[src/rtl/uart_rx_cfg_if.sv]
// uart_rx_cfg_if: serial line in, received word and status out.
// The receiver takes the slave side; the line driver and consumer take master.
interface uart_rx_cfg_if #(
  parameter int DATA_BITS = 8
);
  logic                 rs232_rx;
  logic [DATA_BITS-1:0] rx_data;
  logic                 po_flag;
  logic                 parity_err;
  logic                 frame_err;
  logic                 busy;

  modport master (
    output rs232_rx,
    input  rx_data,
    input  po_flag,
    input  parity_err,
    input  frame_err,
    input  busy
  );

  modport slave (
    input  rs232_rx,
    output rx_data,
    output po_flag,
    output parity_err,
    output frame_err,
    output busy
  );
endinterface

[src/rtl/uart_rx_cfg.sv]
// uart_rx_cfg: configurable UART receiver with 3-sample majority voting,
// false-start rejection, parity and framing error reporting.
module uart_rx_cfg #(
  parameter int CLK_FREQ   = 50_000_000,
  parameter int BAUD       = 9600,
  parameter int DATA_BITS  = 8,
  parameter int PARITY_EN  = 0,
  parameter int PARITY_ODD = 0,
  parameter int STOP_BITS  = 1
) (
  input  logic sclk,
  input  logic s_rst_n,
  uart_rx_cfg_if.slave bus
);

  localparam int BAUD_END = CLK_FREQ / BAUD - 1;
  localparam int BAUD_M   = BAUD_END / 2;
  localparam int CW       = $clog2(BAUD_END + 1);
  localparam int BW       = $clog2(DATA_BITS + 1);

  localparam logic [CW-1:0] C_END = CW'(BAUD_END);
  localparam logic [CW-1:0] C_SM1 = CW'(BAUD_M - 1);
  localparam logic [CW-1:0] C_SM  = CW'(BAUD_M);
  localparam logic [CW-1:0] C_SP1 = CW'(BAUD_M + 1);

  localparam logic [BW-1:0] B_DLAST = BW'(DATA_BITS - 1);
  localparam logic [BW-1:0] B_SLAST = BW'(STOP_BITS - 1);

  localparam logic P_EN  = (PARITY_EN != 0);
  localparam logic P_ODD = (PARITY_ODD != 0);

  if (DATA_BITS < 5 || DATA_BITS > 9) begin : g_bad_bits
    $error("uart_rx_cfg: DATA_BITS must be 5..9");
  end
  if (STOP_BITS < 1 || STOP_BITS > 2) begin : g_bad_stop
    $error("uart_rx_cfg: STOP_BITS must be 1 or 2");
  end
  if (BAUD_END < 3) begin : g_bad_baud
    $error("uart_rx_cfg: CLK_FREQ/BAUD must be at least 4");
  end

  typedef enum logic [2:0] {
    IDLE,
    START,
    DATA,
    PARITY,
    STOP
  } state_t;

  state_t state;
  state_t state_nxt;

  logic rx_r1;
  logic rx_r2;
  logic rx_r3;
  logic fall;

  logic [CW-1:0] baud_cnt;
  logic [BW-1:0] bit_cnt;

  logic smp0;
  logic smp1;
  logic maj;
  logic decide;
  logic bit_end;
  logic last_stop;

  logic [DATA_BITS-1:0] shreg;
  logic                 par_bit;
  logic                 ferr_lat;

  logic [DATA_BITS-1:0] word;
  logic                 flag;
  logic                 perr;
  logic                 ferr;

  assign fall = ~rx_r2 & rx_r3;

  assign decide  = (state != IDLE) && (baud_cnt == C_SP1);
  assign bit_end = (state != IDLE) && (baud_cnt == C_END);

  // third sample is the live rx_r2 at the decision count
  assign maj = (smp0 & smp1) | (smp0 & rx_r2) | (smp1 & rx_r2);

  assign last_stop = (state == STOP) && decide &&
                     (bit_cnt == B_SLAST);

  // three-flop synchroniser, idles high like the line
  always_ff @(posedge sclk or negedge s_rst_n) begin
    if (!s_rst_n) begin
      rx_r1 <= 1'b1;
      rx_r2 <= 1'b1;
      rx_r3 <= 1'b1;
    end else begin
      rx_r1 <= bus.rs232_rx;
      rx_r2 <= rx_r1;
      rx_r3 <= rx_r2;
    end
  end

  // state register
  always_ff @(posedge sclk or negedge s_rst_n) begin
    if (!s_rst_n) begin
      state <= IDLE;
    end else begin
      state <= state_nxt;
    end
  end

  // next state; the last stop bit exits early to catch a back-to-back start
  always_comb begin
    state_nxt = state;
    unique case (state)
      IDLE: begin
        if (fall) begin
          state_nxt = START;
        end
      end
      START: begin
        if (decide && maj) begin
          state_nxt = IDLE;
        end else if (bit_end) begin
          state_nxt = DATA;
        end
      end
      DATA: begin
        if (bit_end && (bit_cnt == B_DLAST)) begin
          state_nxt = P_EN ? PARITY : STOP;
        end
      end
      PARITY: begin
        if (bit_end) begin
          state_nxt = STOP;
        end
      end
      STOP: begin
        if (last_stop) begin
          state_nxt = IDLE;
        end
      end
      default: begin
        state_nxt = IDLE;
      end
    endcase
  end

  // bit-period counter, parked at zero whenever idle or about to idle
  always_ff @(posedge sclk or negedge s_rst_n) begin
    if (!s_rst_n) begin
      baud_cnt <= '0;
    end else if (state == IDLE || state_nxt == IDLE) begin
      baud_cnt <= '0;
    end else if (baud_cnt == C_END) begin
      baud_cnt <= '0;
    end else begin
      baud_cnt <= baud_cnt + 1'b1;
    end
  end

  // first two of the three centre samples
  always_ff @(posedge sclk or negedge s_rst_n) begin
    if (!s_rst_n) begin
      smp0 <= 1'b1;
      smp1 <= 1'b1;
    end else if (state != IDLE) begin
      if (baud_cnt == C_SM1) begin
        smp0 <= rx_r2;
      end
      if (baud_cnt == C_SM) begin
        smp1 <= rx_r2;
      end
    end
  end

  // bit index within the data or stop field
  always_ff @(posedge sclk or negedge s_rst_n) begin
    if (!s_rst_n) begin
      bit_cnt <= '0;
    end else if (state_nxt != state) begin
      bit_cnt <= '0;
    end else if (bit_end && (state == DATA || state == STOP)) begin
      bit_cnt <= bit_cnt + 1'b1;
    end
  end

  // data shift (first bit lands in bit 0), parity capture, stop errors
  always_ff @(posedge sclk or negedge s_rst_n) begin
    if (!s_rst_n) begin
      shreg    <= '0;
      par_bit  <= 1'b0;
      ferr_lat <= 1'b0;
    end else begin
      if (state == DATA && decide) begin
        shreg <= {maj, shreg[DATA_BITS-1:1]};
      end
      if (state == PARITY && decide) begin
        par_bit <= maj;
      end
      if (state == IDLE) begin
        ferr_lat <= 1'b0;
      end else if (state == STOP && decide && !maj) begin
        ferr_lat <= 1'b1;
      end
    end
  end

  // result registers; errors only ever accompany the flag
  always_ff @(posedge sclk or negedge s_rst_n) begin
    if (!s_rst_n) begin
      word <= '0;
      flag <= 1'b0;
      perr <= 1'b0;
      ferr <= 1'b0;
    end else begin
      flag <= last_stop;
      perr <= last_stop & P_EN & ((^shreg ^ par_bit) != P_ODD);
      ferr <= last_stop & (ferr_lat | ~maj);
      if (last_stop) begin
        word <= shreg;
      end
    end
  end

  assign bus.rx_data    = word;
  assign bus.po_flag    = flag;
  assign bus.parity_err = perr;
  assign bus.frame_err  = ferr;
  assign bus.busy       = (state != IDLE);

endmodule

[src/flat_wrapper.sv]
// flat-port wrapper written by rule: the top's interface ports become plain ports
module uart_rx_cfg_flat 
#(
  parameter int CLK_FREQ   = 50_000_000,
  parameter int BAUD       = 9600,
  parameter int DATA_BITS  = 8,
  parameter int PARITY_EN  = 0,
  parameter int PARITY_ODD = 0,
  parameter int STOP_BITS  = 1
)
  (sclk, s_rst_n, bus_rs232_rx, bus_rx_data, bus_po_flag, bus_parity_err, bus_frame_err, bus_busy);
  uart_rx_cfg_if #(.DATA_BITS(DATA_BITS)) bus_i ();
  input  logic sclk;
  input  logic s_rst_n;
  input wire logic [$bits(bus_i.rs232_rx)-1:0] bus_rs232_rx;
  output wire logic [$bits(bus_i.rx_data)-1:0] bus_rx_data;
  output wire logic [$bits(bus_i.po_flag)-1:0] bus_po_flag;
  output wire logic [$bits(bus_i.parity_err)-1:0] bus_parity_err;
  output wire logic [$bits(bus_i.frame_err)-1:0] bus_frame_err;
  output wire logic [$bits(bus_i.busy)-1:0] bus_busy;
  assign bus_i.rs232_rx = bus_rs232_rx;
  assign bus_rx_data = bus_i.rx_data;
  assign bus_po_flag = bus_i.po_flag;
  assign bus_parity_err = bus_i.parity_err;
  assign bus_frame_err = bus_i.frame_err;
  assign bus_busy = bus_i.busy;
  uart_rx_cfg #(.CLK_FREQ(CLK_FREQ), .BAUD(BAUD), .DATA_BITS(DATA_BITS), .PARITY_EN(PARITY_EN), .PARITY_ODD(PARITY_ODD), .STOP_BITS(STOP_BITS)) u_core (.sclk(sclk), .s_rst_n(s_rst_n), .bus(bus_i));
endmodule
[config.mk]
export PLATFORM = sky130hd
export DESIGN_NAME = uart_rx_cfg_flat
export DESIGN_NICKNAME = d
export VERILOG_FILES = /design/src/rtl/uart_rx_cfg_if.sv /design/src/rtl/uart_rx_cfg.sv /design/src/flat_wrapper.sv
export SDC_FILE = /design/constraint.sdc
export NUM_CORES = 1
export LEC_CHECK = 0
export ABC_CLOCK_PERIOD_IN_PS = 3200
export CAP_MARGIN = 20
export CELL_PAD_IN_SITES_DETAIL_PLACEMENT = 1
export CELL_PAD_IN_SITES_GLOBAL_PLACEMENT = 2
export CORE_MARGIN = 10
export CORE_UTILIZATION = 44
export CTS_BUF_LIST = sky130_fd_sc_hd__clkbuf_4 sky130_fd_sc_hd__clkbuf_8
export DETAILED_ROUTE_END_ITERATION = 6
export PLACE_DENSITY = 0.95
export SYNTH_ARGS = -nofsm -noshare
export SYNTH_HDL_FRONTEND = slang
export SYNTH_SLANG_ARGS = --single-unit
[constraint.sdc]
create_clock -name sclk -period 3.2 [get_ports sclk]
set_clock_uncertainty 0.15 [all_clocks]
set_input_delay 0.32 -clock sclk [delete_from_list [all_inputs] [get_ports sclk]]
set_output_delay 0.32 -clock sclk [all_outputs]
set_load 0.05 [all_outputs]
## Word-level counts from Yosys, hierarchy flattened

Cells that the tools add are included.

| word-level totals | value |
|---|---|
| output and inout bits | 12 |
| input port bits | 3 |
| bits in registers | 44 |

| cells by class | value |
|---|---|
| $add $sub $neg | 2 |
| reduce and logical (&&, ||, !) cells | 20 |
| eq/ne operators | 10 |
| bitwise operators | 10 |
| muxes and demuxes | 13 |

Operator list:

| kind | count |
|---|---|
| == test 13 x 12 -> 1 bit, second input constant | 3 |
| two-way mux 13 bit | 2 |
| two-way mux 3 bit | 6 |
| one-hot mux 3 bit (5 select lines) | 1 |
| adder 13 x 1 -> 13 bit, second input constant | 1 |
| == test 13 bit, second input constant | 1 |
| logical AND 1 bit | 9 |
| two-way mux 4 bit | 2 |
| == test 3 x 2 -> 1 bit, second input constant | 2 |
| zero test 3 bit | 2 |
| AND 1 bit | 5 |
| adder 4 x 1 -> 4 bit, second input constant | 1 |
| == test 4 x 3 -> 1 bit, second input constant | 1 |
| zero test 4 bit | 1 |
| AND reduction 2 bit | 2 |
| nonzero test 2 bit | 2 |
| == test 3 x 1 -> 1 bit, second input constant | 1 |
| == test 3 bit, second input constant | 1 |
| != test 3 bit | 1 |
| OR 1 bit | 3 |
| nonzero test 3 bit | 1 |
| logical OR 1 bit | 2 |
| two-way mux 1 bit | 2 |
| NOT 1 bit | 2 |
| zero test 1 bit | 1 |

## Longest topological paths before layout

Gate-level depths: netlist of run 1.

| depth | value |
|---|---|
| depth after elaboration | 9 |
| depth in mapped cells | 8 |
| gate-level depth less buffers | 7 |

## Worst setup path after synthesis of run 1

OpenSTA, ideal clock, no wires.

| timing path | value |
|---|---|
| path kind | register to register |
| start | register u_core.state[2] |
| end | register u_core.bit_cnt[1] |
| setup time | 86 ps |
| stages on the path, launching flop included | 6 |
| arrival | 1,794 ps |
| path buffers | 0 |
| path slack | 1,170 ps |
| path through | dfrtp_1 or3_4 and4_4 a2111oi_2 o22ai_1 nor3_1 |

| between the ends | value |
|---|---|
| longest elaborated chain between the ends | 8 |

RTL lines:

| what | line | source |
|---|---|---|
| start: declaration | uart_rx_cfg.sv:50 | `state_t state;` |
| start signal: assignment | uart_rx_cfg.sv:106 | `state <= state_nxt;` |
| nonzero test 3 bit * | - |  |
| net bus_busy | flat_wrapper.sv:20 | `output wire logic [$bits(bus_i.busy)-1:0] bus_busy;` |
| logical AND 1 bit | uart_rx_cfg.sv:79 | `assign decide = (state != IDLE) && (baud_cnt == C_SP1);` |
| logical AND 1 bit (2 in series) | uart_rx_cfg.sv:85 | `assign last_stop = (state == STOP) && decide &&` |
| two-way mux 3 bit | uart_rx_cfg.sv:137 | `if (last_stop) begin` |
| one-hot mux 3 bit (5 select lines) | uart_rx_cfg.sv:113 | `unique case (state)` |
| != test 3 bit | uart_rx_cfg.sv:179 | `end else if (state_nxt != state) begin` |
| two-way mux 4 bit or nonzero test 2 bit (tied branches) | - |  |
| end signal: assignment | uart_rx_cfg.sv:182 | `bit_cnt <= bit_cnt + 1'b1;` |
| end: declaration | uart_rx_cfg.sv:59 | `logic [BW-1:0] bit_cnt;` |

Mark *: on every way through the listed nets, which the timed path passes. The rest lies on a longest branch.
A chain may end at the register's enable or synchronous reset.

## Final worst setup path of run 1

| timing path | value |
|---|---|
| start | register u_core.state[2] |
| end | output bus_busy |

| between the ends | value |
|---|---|
| longest elaborated chain between the ends | 1 |

RTL lines:

| what | line | source |
|---|---|---|
| nonzero test 3 bit | uart_rx_cfg.sv:228 | `assign bus.busy = (state != IDLE);` |
| end: declaration | flat_wrapper.sv:20 |  |

Every way passes these cells.

==> results of run 1 <==
-- routing by layer --
metal / track usage / vias to the layer above
met5: 0 / -
met4: 0.0504 / 0
met3: 0.0324 / 8
met2: 0.203 / 26
met1: 0.126 / 732
li1: - / 676
-- synthesized netlist by cell type, types with 2 or more instances --
| cell | n | share of area |
|---|---|---|
| nand3_1 | 5 | 0.012 |
| a31oi_1 | 2 | 0.0058 |
| clkbuf_1 | 3 | 0.0052 |
| mux2_2 | 10 | 0.052 |
| nor2b_1 | 3 | 0.0087 |
| nor3_1 | 4 | 0.0093 |
| nand2_1 | 6 | 0.010 |
| a21oi_1 | 5 | 0.012 |
| xnor2_1 | 8 | 0.032 |
| o21ai_0 | 2 | 0.0046 |
| and4_1 | 3 | 0.012 |
| nor4bb_1 | 3 | 0.014 |
| mux2_4 | 8 | 0.056 |
| and3_1 | 7 | 0.020 |
| nand4_1 | 3 | 0.0087 |
| inv_1 | 8 | 0.014 |
| dfrtp_1 | 39 | 0.45 |
| and4_4 | 2 | 0.010 |
| and2_1 | 4 | 0.012 |
| xor2_1 | 5 | 0.020 |
| buf_2 | 3 | 0.0069 |
| ha_1 | 5 | 0.029 |
| a21o_1 | 2 | 0.0069 |
| nor2_1 | 21 | 0.036 |
| nand2b_1 | 2 | 0.0058 |
| dfstp_2 | 5 | 0.061 |
-- layout make-up --
cell class | count | area (um2)
well taps | 67 | 83.8
clock buffers | 6 | 82.6
clock inverters | 2 | 38.8
multi-input cells | 129 | 980
fillers | 532 | 2310
inverters | 8 | 30.0
flip-flops and latches | 44 | 1110
repair buffers | 13 | 125
-- path summary, 6_finish.rpt --
kind | from | endpoint | slack (ps)
min in group sclk | u_core.rx_r1$_DFF_PN1_ | u_core.rx_r2$_DFF_PN1_ | 210
worst min-delay path | s_rst_n | u_core.bus.rx_data[1]$_DFFE_PN0P_ | 20
worst max-delay path | u_core.state[2]$_DFF_PN0_ | bus_busy | 670
worst max register to register | u_core.state[2]$_DFF_PN0_ | u_core.baud_cnt[7]$_DFF_PN0_ | 790
max in group asynchronous | s_rst_n | u_core.shreg[2]$_DFFE_PN0P_ | 2300
worst min register to register | u_core.rx_r1$_DFF_PN1_ | u_core.rx_r2$_DFF_PN1_ | 210
-- critical path, cell delays in order (launching register included) --
cell and delay, ps:
dfrtp_1 550, or3_4 490, clkdlybuf4s50_1 720
-- registers in the layout, indices dropped and copies added, names as in the netlist --
signal / flops
u_core.rx_r3: 1
u_core.rx_r1: 1
u_core.shreg: 8
u_core.ferr_lat: 1
u_core.smp1: 1
u_core.state: 3
u_core.smp0: 1
u_core.baud_cnt: 13
u_core.rx_r2: 1
u_core.bus.po_flag: 1
u_core.bus.rx_data: 8
u_core.bus.frame_err: 1
u_core.bit_cnt: 4
-- power by group --
group	internal [mW]	switching, mW	total [mW]
registers	0.591	0.0490	0.640
logic	0.0675	0.0993	0.167
clock network	0.255	0.195	0.451
-- cells by family after synthesis --
| logic type | synth area share |
|---|---|
| other | 0.00173 |
| AOI/OAI and AO/OA | 0.0579 |
| and+or+nand+nor | 0.199 |
| buffers and inverters | 0.0347 |
| muxes | 0.108 |
| adders and majority gates | 0.0341 |
| DFF | 0.512 |
| xor gates and xnor gates | 0.0527 |
-- layout by cell type, fill, tap and decap left out, types with 3 or more instances in the layout --
cell             instances
dfrtp_1                 39
nor2_1                  21
clkdlybuf4s50_1         12
mux2_2                  10
inv_1                    8
xnor2_1                  8
mux2_4                   8
and3_1                   7
nand2_1                  6
clkbuf_8                 6
nand3_1                  5
a21oi_1                  5
xor2_1                   5
ha_1                     5
dfstp_2                  5
and2_1                   4
nor3_1                   4
nand4_1                  3
nor4bb_1                 3
and4_1                   3
nor2b_1                  3
==> results.md, run 1 <==
* CTS buffer count at 5
* Final hold violations at 0
* Vias in the first global route at 1552
* Synth cell types at 47
* Met3 WL at roughly 160 um
* Vias at 1442
* Post-synthesis cell area at ~0.0022 mm2
* Starting Density at 0.455
* Chip width at 90.1 um
* Nets at 209
* Pwr dens at 514 mW/mm2
* Clk_lat worst skew at 310 ps
* Max Cap Violations at 0
* RePlAce Congestion at around 0.77
* Crit Path Class: flip-flop to primary output
* Core area at 0.00475 mm2
* Pwr Total at around 1.3 mW
* Post-route ant nets at 0
* #FFs+latches synth at 44
* Grt ovf at 0
* GRT Total Usage at 0.115
* Post-Synthesis Cells at 189
* CTS tree: done
* WL final at 4.66 mm
* Max Slew Vio Count at 0
* # resized after CTS at 0
* Drt pass-1 iters at 4
* Startpoint Class: flip-flop
* Register area share after synthesis at 0.512
* YS warnings at 0
* Period minus WS final at 2530 ps
* Setup TNS at 0 ps
* WP data arrival at 2060 ps
* Syn Area/Cell at ~11 um2
* Hold Crit Class: input port to asynchronous set/reset pin
* Post-synth EDFFs at 0
* Final Util at 0.515
* Inserted Diodes at 0
* Initial antenna violation count at 0
* Layout cells sized above 1 at 0.198
* Post-Layout Inst Area at 0.00245 mm2
* Final setup fails at 0
* Postcts setup bufs at 0
* Detailed placement HPWL at 3.42 mm
* Rel. slew slack at 0.362
* IO Pins at 15
* Top FF cell, synth: dfrtp_1
* Die ar. at 0.00812 mm2
* First DRT Iteration DRCs at 99
* Vias/cell at approximately 5.4
* Pre-CTS setup slack at 820 ps
* Unrepaired setup endpoints after global routing: false
* # DRC at 0
* PnR worst setup slack at 669 ps
* Die height at 90.1 um
* Non-filler cells, final at 269
* Syn nets at just under 200
* Hold slack at around 16 ps
* Placed cell area at approximately 0.0023 mm2
* Crit share post-route at 0.791
* Largest net degree at the start of global routing at 45
* H-tree Lvls at 2
* VDD IR-drop max at approximately 0.26 mV
* Placed Cells at 261
* Met2 routed WL at between 2 and 2.5 mm
* Wl on met1 at ~2.0 mm
* Port Buffer Count at 13
* Drt wl/cell at 17.3 um
* Num rows at 25
* Highest Signal Layer: met4
* Worst EP required at ~2700 ps
* CTS Sinks at between 40 and 50
* First-pass GRT wire length at 7.70 mm
* Root Buffer: clkbuf_8
* CP endpoint kind: primary output
* Leak at 1.14 nW
* Max Freq at a little under 400 MHz
* Status: completed
* Maximum fanout along the worst path at 14
* Slew at the pin closest to its max-slew limit at 957 ps
* P&R area growth vs syn at 13.2%
* Worst-case clock buffer depth at 2
* Hold Buf Count CTS at 0
* R2r worst-path depth at 5
* Clk pin slew, worst setup/hold paths at 80 ps
* Async SR Flop Fraction at 1.00
Power figures use the tool's default switching activity.
==> run 2, diff against run 1 <==
ABC_CLOCK_PERIOD_IN_PS = 2400   (was 3200)
CORE_UTILIZATION = 41   (was 44)
PLACE_DENSITY = 0.9   (was 0.95)
clock period = 2.4 ns   (was 3.2 ns; I/O delays follow)
==> run 2 against run 1 <==
Net effect: final cell count grew 4.8%; combinational power grew 49%; non-clock buffer count grew 10; utilization shrank 2.1 points; total power grew 31%; die area grew 5.7%; routed wire length shrank 1.5%; clock-buffer cell count shrank 1; largest cell class unchanged.
==> results.md, run 2 (synthesized netlist as in run 1, its figures left out) <==
* Status: completed (unchanged)
* Crit share post-route at 0.954
* CTS tree: done (unchanged)
* Clk pin slew, worst setup/hold paths at 80 ps (about the same)
* Drt pass-1 iters at 4 (unchanged)
* Rel. slew slack at 0.368 (was 0.362)
* WP buf/inv at 0 (was 1)
* RePlAce Congestion at 0.850 (was 0.771)
* Port Buffer Count at 13 (unchanged)
* Most frequent cells in the layout: dfrtp_1 (39), nor2_1 (21), clkdlybuf4s50_1 (12) (unchanged)
* Clk_lat worst skew at 290 ps (was 310 ps)
* WP data arrival at 2320 ps (was 2060 ps)
* Num rows at 26 (was 25)
* Post-route ant nets at 0 (unchanged)
* Chip width at 92.6 um (was 90.1 um)
* Critical-path cell list: and4bb_1 -> and4_4 -> nand2_2 -> or3_1 -> mux2_4 (was or3_4 -> clkdlybuf4s50_1)
* Switching Share at 0.273 (about the same)
* Reg2Reg Launch Point: u_core.baud_cnt[4]$_DFF_PN0_ (was u_core.state[2]$_DFF_PN0_)
* GR peak layer: met2 (unchanged)
* Leak at 1.19 nW (was 1.14 nW)
* Inserted Diodes at 0 (unchanged)
* Max Cap Violations at 0 (unchanged)
* Core area at 0.00511 mm2 (was 0.00475 mm2)
* Maximum fanout along the worst path at 8 (was 14)
* R2r worst-path depth at 5 (unchanged)
* Die ar. at 0.00858 mm2 (was 0.00812 mm2)
* Pwr dens at 656 mW/mm2 (was 514 mW/mm2)
* Switch Pwr at 0.450 mW (was 0.344 mW)
* Crit Path Class: flip-flop to flip-flop (was flip-flop to primary output)
* Sink of the worst hold path: u_core.rx_r2$_DFF_PN1_
* VDD IR-drop max at 0.427 mV (was 0.260 mV)
* Final setup fails at 0 (unchanged)
* Hold slack at 209 ps (was 16.3 ps)
* Power Internal at 1.20 mW (was 0.913 mW)
* Root Buffer: clkbuf_8 (unchanged)
* GRT Total Usage at 0.114 (was 0.115)
* Most common cell after layout, fill and taps aside: dfrtp_1 (unchanged)
* IO Pins at 15 (unchanged)
* Fill count at 566 (was 532)
* Slew at the pin closest to its max-slew limit at 948 ps (was 957 ps)
* First DRT Iteration DRCs at 59 (was 99)
* Hold Path Cell Cnt at 0
* Top reg by flops: u_core.baud_cnt (unchanged)
* Vias in the first global route at 1624 (was 1552)
* HP Start: u_core.rx_r1$_DFF_PN1_
* Period minus WS final at 2290 ps
* Max reg flops at 13 (unchanged)
* Max Freq at 437 MHz
* Worst path top cell family by delay: simple AND/OR/NAND/NOR gates (was buffers and inverters)
* Hold Crit Class: flip-flop to flip-flop (was input port to asynchronous set/reset pin)
* Starting Density at 0.423 (was 0.455)
* First-pass GRT wire length at 8.07 mm (was 7.70 mm)
* Largest net degree at the start of global routing at 45 (unchanged)
* Sequential share of power at 0.511 (was 0.509)
* Unrepaired setup endpoints after global routing: false (unchanged)
* Reg area at 0.00111 mm2 (unchanged)
* Nets at 219 (was 209)
* P&R area growth vs syn at 16.6% (was 13.2%)
* GR Util met2 at 0.199 (was 0.203)
* # DRC at 0 (unchanged)
* Slowest CP cell: or3_1 (was clkdlybuf4s50_1)
* Layout cells sized above 1 at 0.236 (was 0.198)
* Worst-case clock buffer depth at 2 (unchanged)
* GR Util met3 at 0.0274 (was 0.0324)
* CTS Sinks at 44 (unchanged)
* Final hold violations at 0 (unchanged)
* Die height at 92.6 um (was 90.1 um)
* WL final at 4.59 mm (was 4.66 mm)
* Initial antenna violation count at 0 (unchanged)
* Footprint of the multi-input gates at 981 um2 (was 980 um2)
* Worst EP required at 2430 ps (was 2730 ps)
* Setup TNS at 0 ps (unchanged)
* R2r setup slk at 110 ps (was 790 ps)
* Comb power frac at 0.151 (was 0.133)
* CP endpoint kind: flip-flop (was primary output)
* Grt ovf at 0 (unchanged)
* Max Slew Vio Count at 0 (unchanged)
* Clk pwr share at 0.338 (was 0.358)
* Worst R2R End: u_core.shreg[2]$_DFFE_PN0P_ (was u_core.baud_cnt[7]$_DFF_PN0_)
* CTS buffer count at 5 (unchanged)
* Critical Path Max Stage Delay at 580 ps (was 720 ps)
* Vias/cell at 5.15 (was 5.36)
* Startpoint Class: flip-flop (unchanged)
* Drt wl/cell at 16.3 um (was 17.3 um)
* H-tree Lvls at 2 (unchanged)
* Detailed placement HPWL at 3.44 mm (was 3.42 mm)
* Grt met1 use at 0.137 (was 0.126)
* Vias at 1451 (was 1442)
-- run 2: changes by cell type in the layout (fill, tap and decap cells not counted), sizes merged --
cell / previous run / this run
buf: 1 / 10
clkbuf: 6 / 5
clkinvlp: 0 / 1
dlygate4sd3: 0 / 1
-- run 2: what timing repair did --
item / 4_1_cts / 5_1_grt
resized for setup: 0 / 1
setup endpoints to repair: 0 / 8
buffers inserted: 0 / 1
hold buffers: 1 / 0
hold endpoints to repair: 39 / 0
-- run 2: power by group through the flow --
stage	combinational, mW	sequential (mW)	clock (mW)
2_1_floorplan	0.170	0.842	0
3_3_place_gp	0.241	0.855	0
3_5_place_dp	0.249	0.858	0
4_1_cts	0.255	0.844	0.573
5_1_grt	0.281	0.855	0.615
6_report	0.249	0.844	0.558
-- run 2: routing by layer --
layer  vias up  share of wire
met3         7          0.032
met2        18           0.51
met1       727           0.45
met5         -              0
met4         0         0.0096
li1        699              -
-- run 2: layout make-up --
type,instances,area share
Clock buffer,5,0.0273
Clock inverter,3,0.0169
Timing Repair Buffer,23,0.0804
Inverter,8,0.0119
Multi-Input combinational cell,129,0.389
Tap cell,70,0.0348
Sequential cell,44,0.439
-- run 2: worst max path at each step --
| stage | startpoint | end | slack [ps] | cells past startpoint |
|---|---|---|---|---|
| floorplan | u_core.state[2]$_DFF_PN0_ | u_core.bit_cnt[1]$_DFFE_PN0P_ | 370 | 5 |
| global placement | u_core.bit_cnt[0]$_DFFE_PN0P_ | u_core.baud_cnt[11]$_DFF_PN0_ | 200 | 8 |
| detailed placement | u_core.bit_cnt[0]$_DFFE_PN0P_ | u_core.baud_cnt[9]$_DFF_PN0_ | 130 | 8 |
| CTS | u_core.bit_cnt[0]$_DFFE_PN0P_ | u_core.baud_cnt[2]$_DFF_PN0_ | 70 | 8 |
| global route | u_core.bit_cnt[0]$_DFFE_PN0P_ | u_core.baud_cnt[4]$_DFF_PN0_ | 3 | 8 |
| finish | u_core.baud_cnt[4]$_DFF_PN0_ | u_core.shreg[2]$_DFFE_PN0P_ | 110 | 5 |
-- run 2: metrics by stage --
stage / setup slack, ps / total power [mW] / util / cells / cell area, um2
after floorplan: 370 / 1.01 / - / 189 / 2160
after detailed placement: 135 / 1.11 / 0.468 / 272 / 2390
final: 109 / 1.65 / 0.493 / 282 / 2520
after global routing: 2.67 / 1.75 / 0.493 / 282 / 2520
after global placement: 196 / 1.10 / 0.468 / 272 / 2390
after CTS: 75.0 / 1.67 / 0.492 / 281 / 2510
==> run 3, diff against run 2 <==
CELL_PAD_IN_SITES_DETAIL_PLACEMENT = default   (was 1)
CELL_PAD_IN_SITES_GLOBAL_PLACEMENT = default   (was 2)
CORE_MARGIN = 2   (was 10)
CORE_UTILIZATION = 45   (was 41)
PLACE_DENSITY = 0.73   (was 0.9)
==> run 3 against run 2 <==
Net effect: worst setup slack gained 9.7 ps; routed wire length shrank 15%; sequential share of layout area grew 0.71 points; combinational power shrank 6%; maximum frequency grew 0.43%; worst hold slack lost 29 ps; flip-flop and latch count is the same; via count shrank 0.55%; critical path type is now flip-flop to primary output; largest cell class unchanged.
==> results.md, run 3 (synthesized netlist as in run 1, its figures left out) <==
* First-pass GRT wire length at 6.47 mm (was 8.07 mm)
* Worst EP required at 2010 ps (was 2430 ps)
* Pre-CTS setup slack at 155 ps (was 135 ps)
* Pwr Total at 1.55 mW (was 1.65 mW)
* Maximum fanout along the worst path at 4 (was 8)
* Drt pass-1 iters at 4 (unchanged)
* Worst-case clock buffer depth at 2 (unchanged)
* CP endpoint kind: primary output (was flip-flop)
* Initial antenna violation count at 0 (unchanged)
* P&R area growth vs syn at 14.7% (was 16.6%)
* Most frequent cells in the layout: dfrtp_1 (39), nor2_1 (21), clkdlybuf4s50_1 (12) (unchanged)
* Die ar. at 0.00538 mm2 (was 0.00858 mm2)
* Die height at 73.3 um (was 92.6 um)
* Placed Cells at 257 (was 272)
* Vias at 1443 (was 1451)
* Most common cell after layout, fill and taps aside: dfrtp_1 (unchanged)
* PnR worst setup slack at 119 ps (was 109 ps)
* Fill count at 431 (was 566)
* # DRC at 0 (unchanged)
* R2r setup slk at 160 ps (was 110 ps)
* Period minus WS final at 2280 ps (was 2290 ps)
* Detailed placement HPWL at 2.80 mm (was 3.44 mm)
* Post-Layout Inst Area at 0.00248 mm2 (was 0.00252 mm2)
* Root Buffer: clkbuf_8 (unchanged)
* Placed cell area at 0.00238 mm2 (was 0.00239 mm2)
* WL final at 3.90 mm (was 4.59 mm)
* Starting Density at 0.461 (was 0.423)
* Vias/cell at 5.42 (was 5.15)
* Post-route ant nets at 0 (unchanged)
* Nets at 219 (unchanged)
* Crit Path Class: flip-flop to primary output (was flip-flop to flip-flop)
* Hold Crit Class: input port to asynchronous set/reset pin (was flip-flop to flip-flop)
* H-tree Lvls at 2 (unchanged)
* Unrepaired setup endpoints after global routing: false (unchanged)
* GRT Total Usage at 0.159 (was 0.114)
* Core area at 0.00469 mm2 (was 0.00511 mm2)
* CTS Sinks at 44 (unchanged)
* Max Slew Vio Count at 0 (unchanged)
* Chip width at 73.3 um (was 92.6 um)
* Pwr dens at 626 mW/mm2 (was 656 mW/mm2)
* Final Util at 0.529 (was 0.493)
* Drt wl/cell at 14.7 um (was 16.3 um)
* First DRT Iteration DRCs at 61 (was 59)
* Startpoint Class: flip-flop (unchanged)
* RePlAce Congestion at 0.791 (was 0.850)
* Largest net degree at the start of global routing at 21 (was 45)
* VDD IR-drop max at 0.382 mV (was 0.427 mV)
* Status: completed (unchanged)
* Layout cells sized above 1 at 0.231 (was 0.236)
* WP data arrival at 1890 ps (was 2320 ps)
* Vias in the first global route at 1377 (was 1624)
* Grt ovf at 0 (unchanged)
* CTS buffer count at 5 (unchanged)
* Max reg flops at 13 (unchanged)
* Max Cap Violations at 0 (unchanged)
* Crit share post-route at 0.950 (was 0.954)
* CTS tree: done (unchanged)
* Setup TNS at 0 ps (unchanged)
* Port Buffer Count at 13 (unchanged)
* Max Freq at 438 MHz (was 437 MHz)
* Top reg by flops: u_core.baud_cnt (unchanged)
* Inserted Diodes at 0 (unchanged)
* Leak at 1.17 nW (was 1.19 nW)
* Non-filler cells, final at 266 (was 282)
* Clk pin slew, worst setup/hold paths at 90 ps (was 80 ps)
* Final hold violations at 0 (unchanged)
* Hold slack at 180 ps (was 209 ps)
* IO Pins at 15 (unchanged)
* Postcts setup bufs at 0 (unchanged)
* Final setup fails at 0 (unchanged)
* Clk_lat worst skew at 300 ps (was 290 ps)
* Num rows at 25 (was 26)
## run 3: changes by cell type in the layout (fill, tap and decap cells not counted)
cell        delta
bufinv_16      -1
clkinv_2       -1
clkinvlp_4     +1
and2_1         +1
clkinv_4       +1
and2_2         -1
## run 3: repair_timing
item / in CTS / in global routing
hold buffers: 1 / 0
resized for setup: 0 / 0
hold endpoints to repair: 24 / 0
## run 3: path summary, 6_finish.rpt
kind	from	end	cells past startpoint
worst max-delay path	u_core.state[2]$_DFF_PN0_	bus_busy	2
worst min-delay path	s_rst_n	u_core.bus.rx_data[1]$_DFFE_PN0P_	2
worst max register to register	u_core.baud_cnt[4]$_DFF_PN0_	u_core.shreg[0]$_DFFE_PN0P_	5
worst min register to register	u_core.rx_r1$_DFF_PN1_	u_core.rx_r2$_DFF_PN1_	0
max in group asynchronous	s_rst_n	u_core.rx_r1$_DFF_PN1_	3
min in group sclk	bus_rs232_rx	u_core.rx_r1$_DFF_PN1_	1
## run 3: worst max-delay path, cell delays in order, from the launching register on
cell and delay [ps]:
dfrtp_1 430, or3_4 440, clkdlybuf4s50_1 710
## run 3: layout make-up
class,instances,area (um2),share of cell area
inverters,8,30.0,0.0121
clock buffers,5,68.8,0.0277
repair buffers,23,203,0.0817
clock inverters,3,23.8,0.00959
flip-flops and latches,44,1110,0.447
well taps,54,67.6,0.0272
multi-input cells,129,980,0.395
## run 3: per-layer routing
layer  part of all wire  global-route usage  vias to the layer above  wire, um
met3              0.037              0.0535                        6       145
met5                  0                   0                        -         0
met2               0.48               0.263                       29      1890
met4              0.011              0.0424                        0        41
li1                   -                   -                      701         -
met1               0.47               0.200                      707      1820
## run 3: power by group
group          switching [mW]  leakage (nW)  internal [mW]
registers              0.0558         0.587          0.788
clock network           0.271        0.0404          0.206
logic                   0.133         0.545         0.0992
total                   0.460          1.17           1.09
